[src/rtl/muldiv_sequencer.sv]
// Multi-cycle RV64 M-extension sequencer: iterative shift-add multiplier and
// restoring divider with pipeline stall and flush handling.
// Optional feature macro: MULDIV_FAST_MUL_EN (combinational multiplier in PREP).
module muldiv_sequencer #(
  parameter int XLEN = 64
) (
  input  logic            clk,
  input  logic            reset,
  input  logic            start_i,
  input  logic [2:0]      funct3_i,
  input  logic            is_word_op,
  input  logic [XLEN-1:0] srcA_i,
  input  logic [XLEN-1:0] srcB_i,
  input  logic            flushE_i,
  output logic [XLEN-1:0] result_o,
  output logic            done_o,
  output logic            busy_o,
  output logic            stallE_o
);

  localparam int CW = $clog2(XLEN + 1);

  typedef enum logic [2:0] {IDLE, PREP, CALC, FIX, DONE} state_t;

  state_t state_q, state_d;

  logic [2:0]        f3_q;
  logic              word_q;
  logic [XLEN-1:0]   a_q;
  logic [XLEN-1:0]   b_q;
  logic              neg_q;
  logic [CW-1:0]     count_q;
  logic [2*XLEN-1:0] acc_q;
  logic [XLEN-1:0]   res_q;

  logic            is_div, signed_a, signed_b, sign_a, sign_b;
  logic [XLEN-1:0] a_ext, b_ext, a_mag, b_mag, a_shift, min_val;
  logic            div_zero, div_ovf, is_special;
  logic [XLEN:0]   rem_sh;
  logic            fits;
  logic [XLEN-1:0] rem_diff;
  logic [2*XLEN-1:0] div_next;
`ifndef MULDIV_FAST_MUL_EN
  logic [2*XLEN-1:0] mul_next;
`endif
  logic [2*XLEN-1:0] prod;
  logic [XLEN-1:0]   div_sel, fix_raw, fix_val;

  // Operand conditioning: a_q/b_q hold the raw operands only during PREP,
  // after which they are reused for the shifted multiplier and the divisor.
  always_comb begin
    is_div   = f3_q[2];
    signed_a = is_div ? ~f3_q[0] : ~(f3_q[1] & f3_q[0]);
    signed_b = is_div ? ~f3_q[0] : ~f3_q[1];
    a_ext    = a_q;
    b_ext    = b_q;
    if (word_q) begin
      a_ext = {{(XLEN-32){signed_a & a_q[31]}}, a_q[31:0]};
      b_ext = {{(XLEN-32){signed_b & b_q[31]}}, b_q[31:0]};
    end
    sign_a   = signed_a & a_ext[XLEN-1];
    sign_b   = signed_b & b_ext[XLEN-1];
    a_mag    = sign_a ? -a_ext : a_ext;
    b_mag    = sign_b ? -b_ext : b_ext;
    a_shift  = word_q ? {a_mag[31:0], {(XLEN-32){1'b0}}} : a_mag;
    min_val  = word_q ? {{(XLEN-31){1'b1}}, 31'b0} : {1'b1, {(XLEN-1){1'b0}}};
    div_zero = is_div & (b_ext == '0);
    div_ovf  = is_div & ~f3_q[0] & (a_ext == min_val) & (&b_ext);
    is_special = div_zero | div_ovf;
  end

  // One iteration step: restoring divide on {remainder, quotient} and
  // MSB-first shift-add multiply on the product.
  always_comb begin
    rem_sh   = acc_q[2*XLEN-1:XLEN-1];
    fits     = (rem_sh >= {1'b0, b_q});
    rem_diff = rem_sh[XLEN-1:0] - b_q;
    div_next = {(fits ? rem_diff : rem_sh[XLEN-1:0]), acc_q[XLEN-2:0], fits};
`ifndef MULDIV_FAST_MUL_EN
    mul_next = {acc_q[2*XLEN-2:0], 1'b0} +
               (a_q[XLEN-1] ? {{XLEN{1'b0}}, b_q} : {(2*XLEN){1'b0}});
`endif
  end

  // Final sign correction, half selection and W-form sign extension.
  always_comb begin
    prod    = neg_q ? -acc_q : acc_q;
    div_sel = f3_q[1] ? acc_q[2*XLEN-1:XLEN] : acc_q[XLEN-1:0];
    if (is_div)
      fix_raw = neg_q ? -div_sel : div_sel;
    else if ((f3_q[1:0] == 2'b00) || word_q)
      fix_raw = prod[XLEN-1:0];
    else
      fix_raw = prod[2*XLEN-1:XLEN];
    fix_val = word_q ? {{(XLEN-32){fix_raw[31]}}, fix_raw[31:0]} : fix_raw;
  end

  // State register; reset forces IDLE from anywhere.
  always_ff @(posedge clk or posedge reset) begin
    if (reset) state_q <= IDLE;
    else       state_q <= state_d;
  end

  // Next-state logic; a flush overrides every transition and blocks accept.
  always_comb begin
    state_d = state_q;
    case (state_q)
      IDLE: if (start_i) state_d = PREP;
      PREP: begin
`ifdef MULDIV_FAST_MUL_EN
        if (is_special || !is_div) state_d = FIX;
`else
        if (is_special) state_d = FIX;
`endif
        else state_d = CALC;
      end
      CALC: if (count_q == CW'(1)) state_d = FIX;
      FIX:  state_d = DONE;
      DONE: state_d = IDLE;
      default: state_d = IDLE;
    endcase
    if (flushE_i) state_d = IDLE;
  end

  // Datapath registers: latch on accept, condition in PREP, iterate in CALC,
  // capture the finished result in FIX.
  always_ff @(posedge clk or posedge reset) begin
    if (reset) begin
      f3_q    <= '0;
      word_q  <= 1'b0;
      a_q     <= '0;
      b_q     <= '0;
      neg_q   <= 1'b0;
      count_q <= '0;
      acc_q   <= '0;
      res_q   <= '0;
    end else begin
      case (state_q)
        IDLE: begin
          if (start_i && !flushE_i) begin
            f3_q   <= funct3_i;
            word_q <= is_word_op;
            a_q    <= srcA_i;
            b_q    <= srcB_i;
          end
        end
        PREP: begin
          count_q <= word_q ? CW'(32) : CW'(XLEN);
          b_q     <= b_mag;
          neg_q   <= (is_div && f3_q[1]) ? sign_a : (sign_a ^ sign_b);
          if (div_zero) begin
            neg_q <= 1'b0;
            acc_q <= {a_ext, {XLEN{1'b1}}};
          end else if (div_ovf) begin
            neg_q <= 1'b0;
            acc_q <= {{XLEN{1'b0}}, a_ext};
          end else if (is_div) begin
            acc_q <= {{XLEN{1'b0}}, a_shift};
          end else begin
`ifdef MULDIV_FAST_MUL_EN
            acc_q <= {{XLEN{1'b0}}, a_mag} * {{XLEN{1'b0}}, b_mag};
`else
            acc_q <= '0;
            a_q   <= a_shift;
`endif
          end
        end
        CALC: begin
          count_q <= count_q - CW'(1);
`ifdef MULDIV_FAST_MUL_EN
          acc_q <= div_next;
`else
          if (is_div) begin
            acc_q <= div_next;
          end else begin
            acc_q <= mul_next;
            a_q   <= {a_q[XLEN-2:0], 1'b0};
          end
`endif
        end
        FIX: res_q <= fix_val;
        default: ;
      endcase
    end
  end

  assign done_o   = (state_q == DONE) & ~flushE_i;
  assign result_o = done_o ? res_q : '0;
  assign busy_o   = (state_q != IDLE);
  assign stallE_o = start_i & ~done_o;

endmodule

[config.mk]
export PLATFORM = sky130hd
export DESIGN_NAME = muldiv_sequencer
export DESIGN_NICKNAME = d
export VERILOG_FILES = /design/src/rtl/muldiv_sequencer.sv
export SDC_FILE = /design/constraint.sdc
export NUM_CORES = 2
export LEC_CHECK = 0
export CORE_MARGIN = 3
export CORE_UTILIZATION = 55
export CTS_CLUSTER_DIAMETER = 150
export DETAILED_ROUTE_END_ITERATION = 10
export HOLD_SLACK_MARGIN = 0.15
export PLACE_DENSITY_LB_ADDON = 0.12
export SLEW_MARGIN = 20
export SYNTH_ARGS = -nofsm -noshare
export SYNTH_HDL_FRONTEND = slang
export SYNTH_SLANG_ARGS = --single-unit
[constraint.sdc]
create_clock -name clk -period 11.55 [get_ports clk]
set_input_delay 2.31 -clock clk [delete_from_list [all_inputs] [get_ports clk]]
set_output_delay 2.31 -clock clk [all_outputs]
set_load 0.01 [all_outputs]
==> Yosys cells after proc, flatten, opt, wreduce, memory -nomap -nowiden <==
Cells that the tools add are included.
{ "word_totals": {"out_inout_bits": 67, "word_cells": 104, "register_bits": 335, "input_bits": 136} }
{ "classes": {"bitwise_logic": 18, "order_cmp": 1, "reduce_logical": 16, "add_sub_neg": 7, "eq_ne": 13, "n_mux": 40} }
{ "op_table": {"columns": ["operator", "n"], "rows": [
  ["$mux W64", 21],
  ["$mux W128", 3],
  ["$pmux W128 S2", 1],
  ["$neg A64 Y64", 3],
  ["$pmux W64 S3", 1],
  ["$add A128 B64 Y128", 1],
  ["$neg A128 Y128", 1],
  ["$pmux W64 S2", 1],
  ["$ge A65 B64 Y1", 1],
  ["$eq A64 B64 Y1", 1],
  ["$logic_not A64 Y1", 1],
  ["$reduce_and A64 Y1", 1],
  ["$sub A64 B64 Y64", 1],
  ["$mux W63", 1],
  ["$pmux W7 S2", 1],
  ["$pmux W3 S4", 1],
  ["$and A1 B1 Y1", 11],
  ["$ne A2 B2 Y1 const B", 5],
  ["$mux W3", 3],
  ["$eq A7 B1 Y1 const B", 1],
  ["$mux W7", 1],
  ["$sub A7 B1 Y7 const B", 1],
  ["$eq A3 B2 Y1 const B", 2],
  ["$mux W1", 6],
  ["other kinds (15)", 25]
]} }

==> Depth between registers and ports, before layout <==
{ "depth": {"ltp_word": 12, "depth_mapped": 22, "ltp_nobuf": 15} }

==> Worst setup path after synthesis <==
No wires, ideal clock.
{ "synth_path": {"kind": "register to register", "start": "register f3_q[1]", "end": "register res_q[56]", "arrival_ns": 5.573, "setup_time_ns": 0.082, "required_time_ns": 11.468, "n_path_buf": 10, "path_stages_with_launch": 23, "setup_slack_ns": 5.895, "period_less_slack_ns": 5.655, "cell_sequence": "dfrtp_1 -> buf_2 -> buf_2 -> buf_2 -> buf_2 -> buf_2 -> buf_2 -> buf_2 -> buf_2 -> buf_1 -> buf_1 -> mux2i_1 -> ha_1 -> o221ai_1 -> nor4_1 -> nand3b_1 -> or4b_2 -> o21ai_0 -> xor2_1 -> nor2_1 -> a21oi_1 -> o22ai_1 -> a31oi_1"} }
{ "synth_via": {"elab_chain_cells": 5, "word_cells_on_any_way": 8, "cone_classes": "add/sub: 1; mux: 5; reduce/logical: 2"} }
{ "synth_lines": {"columns": ["element", "line_no", "source"], "rows": [
  ["from (decl)", "27", "logic [2:0] f3_q;"],
  ["from (signal assigned)", "141", "f3_q <= funct3_i;"],
  ["$mux W64 / $logic_not A2 Y1 (equally long branches)", "88, 91", null],
  ["$neg A64 Y64 / $logic_or A1 B1 Y1 (equally long branches)", "90, 91", null],
  ["$mux W64 (on tied branches)", "90, 91", null],
  ["$mux W64 (*)", "89", "if (is_div)"],
  ["$mux W64 (*)", "95", "fix_val = word_q ? {{(XLEN-32){fix_raw[31]}}, fix_raw[31:0]} : fix_raw;"],
  ["to (signal assigned)", "181", "FIX: res_q <= fix_val;"],
  ["to (decl)", "34", "logic [XLEN-1:0] res_q;"]
]} }
Every way passes the cells marked *; elsewhere a longest branch is shown, timed or not.
A chain may end at the register's enable or synchronous reset.

==> Worst setup path in the final report <==
{ "layout_path": {"start": "input flushE_i", "end": "output result_o[53]"} }
{ "layout_via": {"elab_chain_cells": 3} }
{ "layout_lines": {"columns": ["element", "line_no", "source"], "rows": [
  ["from (decl)", "14", "input logic flushE_i,"],
  ["$not A1 Y1", "187", "assign done_o = (state_q == DONE) & ~flushE_i;"],
  ["$and A1 B1 Y1", "187", null],
  ["$mux W64", "188", "assign result_o = done_o ? res_q : '0;"],
  ["to (decl)", "15", "output logic [XLEN-1:0] result_o,"]
]} }
No other way between the ends.

==> flow_metrics.tcl <==
set metrics [dict create \
    grt_pass1_vias 39986 \
    drtAntennaViolNets 0 \
    die_x_um 266 \
    clock_skew_ns 0.0301 \
    grt_usage 0.490 \
    grt_pass1_wl_mm 262 \
    drive_above_1_share 0.0562 \
    setup_viol 0 \
    clk_pin_slew_ns 0.05 \
    clockRootBuffer "clkbuf_16" \
    worstMarginPinSlew_ns 1.22 \
    vias 43382 \
    pin_count 203 \
    synth_edf_count 0 \
    drv_cap 0 \
    synth_cell_type_count 95 \
    die_area_um2 70500 \
    synth_seq_cells 335 \
    cp.required_ns 9.24 \
    status "complete, no violations" \
    cts_hold_buf 0 \
    synth_nets 5430 \
    first_pass_iters 9 \
    arrival_ns 4.29 \
    max_slew_margin 0.181 \
    rsz0062_at_grt "no" \
    drtIter0Drc 7265 \
    synth_cells 5158 \
    crit_fanout 66 \
    synth_area_um2 37100 \
    rows 94 \
    setup_ws_ns 4.95 \
    hold_class "reg -> reg" \
    gp_congestion 1.08 \
    min_period_over_period 0.572 \
    post_cts_resize_count 0 \
    grt_max_degree 136 \
    viasPerCell 7.30 \
    avgSynthCellArea_um2 7.19 \
    cts_buffer_depth 3 \
    antenna_found_initial 8 \
    drc 0 \
    ys.flop_type "dfrtp_1" \
    htreeDepth 2 \
    cts_tree "done" \
    start_util 0.560 \
    slew_violations 0 \
    crit_type "in -> out" \
    final.setup.tns_ns 0 \
    clkLatencyLatePin_ns 0.61 \
    ys_warn_count 0 \
    wire_per_inst_um 30.3 \
    numClockSinks 335 \
    synth_area_leaders "dfrtp_1, a21oi_1, o21ai_0" \
    fillers 6156 \
    async_flop_share 1.00 \
    startpoint_type "input pin" \
    dpl.hpwl_mm 134 \
    yosys.area.top_type_share 0.226 \
    fmax_mhz 151 \
    yosysTopAreaCell "dfrtp_1" \
    seq_area_frac_synth 0.226 \
    numPortBuffers 202 \
    cts_buffers 44 \
    hold_violations 0 \
    endpoint_kind "output port" \
    finalCriticalPeriod_ns 6.60 \
    core_um2 66200 \
    drt_wl_total_mm 180 \
    final_nets 5310 \
    synthTopCellsByCount "nand2_1, a21oi_1, nor2_1, o21ai_0, clkbuf_1" \
    postCtsSetupBuffers 0 \
    yosysMostFrequentCell "nand2_1" \
    syn_to_final_growth_pct 10.5 \
    place_ws_ns 4.93 \
    grt-ovfl-total 0 \
    die_h_um 266 \
]
## flip-flops by register name (all words and copies together), names as in the netlist
name / count
acc_q: 128
a_q: 64
b_q: 64
res_q: 64
count_q: 7
f3_q: 3
state_q: 3
neg_q: 1
word_q: 1
## area by class of cell
cell class | count | area (um2) | share of cell area
Antenna cell | 6 | 15.0 | 0.000367
Clock buffer | 60 | 1300 | 0.0318
Clock inverter | 21 | 335 | 0.00819
Inverter | 139 | 526 | 0.0128
Multi-Input combinational cell | 4211 | 26500 | 0.646
Sequential cell | 335 | 8400 | 0.205
Tap cell | 864 | 1080 | 0.0264
Timing Repair Buffer | 307 | 2840 | 0.0692
## path summary, 6_finish.rpt
path | startpoint | endpoint | slack [ns] | cells after the start
hold reg to reg | res_q[32] | res_q[32] | 0.47 | 2
min in group asynchronous | reset | res_q[42] | 1.98 | 2
max in group asynchronous | reset | acc_q[21] | 7.74 | 4
setup / recovery | flushE_i | result_o[53] | 4.95 | 5
hold / removal | res_q[32] | res_q[32] | 0.47 | 2
setup reg to reg | acc_q[71] | acc_q[125] | 5.52 | 12
## cell usage in the layout (no fill, tap or decap), types with 35 or more instances in the layout
| master | n |
|---|---|
| nand2_1 | 552 |
| a21oi_1 | 454 |
| nor2_1 | 429 |
| o21ai_0 | 422 |
| dfrtp_1 | 331 |
| xnor2_1 | 236 |
| clkdlybuf4s50_1 | 202 |
| xor2_1 | 188 |
| and2_1 | 159 |
| nor3_1 | 141 |
| inv_1 | 135 |
| ha_1 | 134 |
| a31oi_1 | 112 |
| buf_4 | 102 |
| nand3_1 | 100 |
| o31ai_1 | 92 |
| a211oi_1 | 91 |
| mux2i_1 | 88 |
| nand4_1 | 86 |
| a21o_1 | 83 |
| nor4_1 | 64 |
| a22oi_1 | 53 |
| o211ai_1 | 52 |
| or3_1 | 50 |
| clkbuf_16 | 46 |
| and3_1 | 42 |
| a221oi_1 | 40 |
| o22ai_1 | 35 |
## critical path, cell delays in order
cell and delay [ns]:
clkdlybuf4s50_1 0.51, nor4b_2 0.25, buf_4 0.44, and2_1 0.21, clkdlybuf4s50_1 0.55
## routing by layer
metal | share of wire | up-vias | global-route usage | wire [um]
met3 | 0.16 | 825 | 0.201 | 29200
met2 | 0.40 | 3718 | 0.699 | 71700
met1 | 0.37 | 20210 | 0.623 | 66100
met5 | 0.00056 | - | 0 | 100
li1 | - | 18615 | - | -
met4 | 0.071 | 14 | 0.285 | 12700
## through the flow
stage / instances / hold WS, ns / utilization / instance area, um2
after floorplan: 5158 / 0.430 / - / 37100
after global placement: 5855 / 0.448 / 0.593 / 39300
after detailed placement: 5855 / 0.453 / 0.593 / 39300
after CTS: 5936 / 0.465 / 0.618 / 40900
after global routing: 5937 / 0.499 / 0.618 / 40900
final: 5943 / 0.468 / 0.618 / 41000
## kinds of logic (layout without fill, tap and decap cells)
family | Yosys count | in the layout | share of synthesized area
xor gates and xnor gates | 424 | 424 | 0.100
adders and majority gates | 136 | 136 | 0.0463
buffers and inverters | 612 | 527 | 0.0632
and+or+nand+nor | 1822 | 1822 | 0.239
other | 0 | 6 | 0
muxes | 106 | 106 | 0.0292
AOI/OAI and AO/OA | 1723 | 1723 | 0.296
DFF | 335 | 335 | 0.226
Power is not shown: default switching activity piles up to over one toggle a cycle in this logic, so the estimate is an artifact.
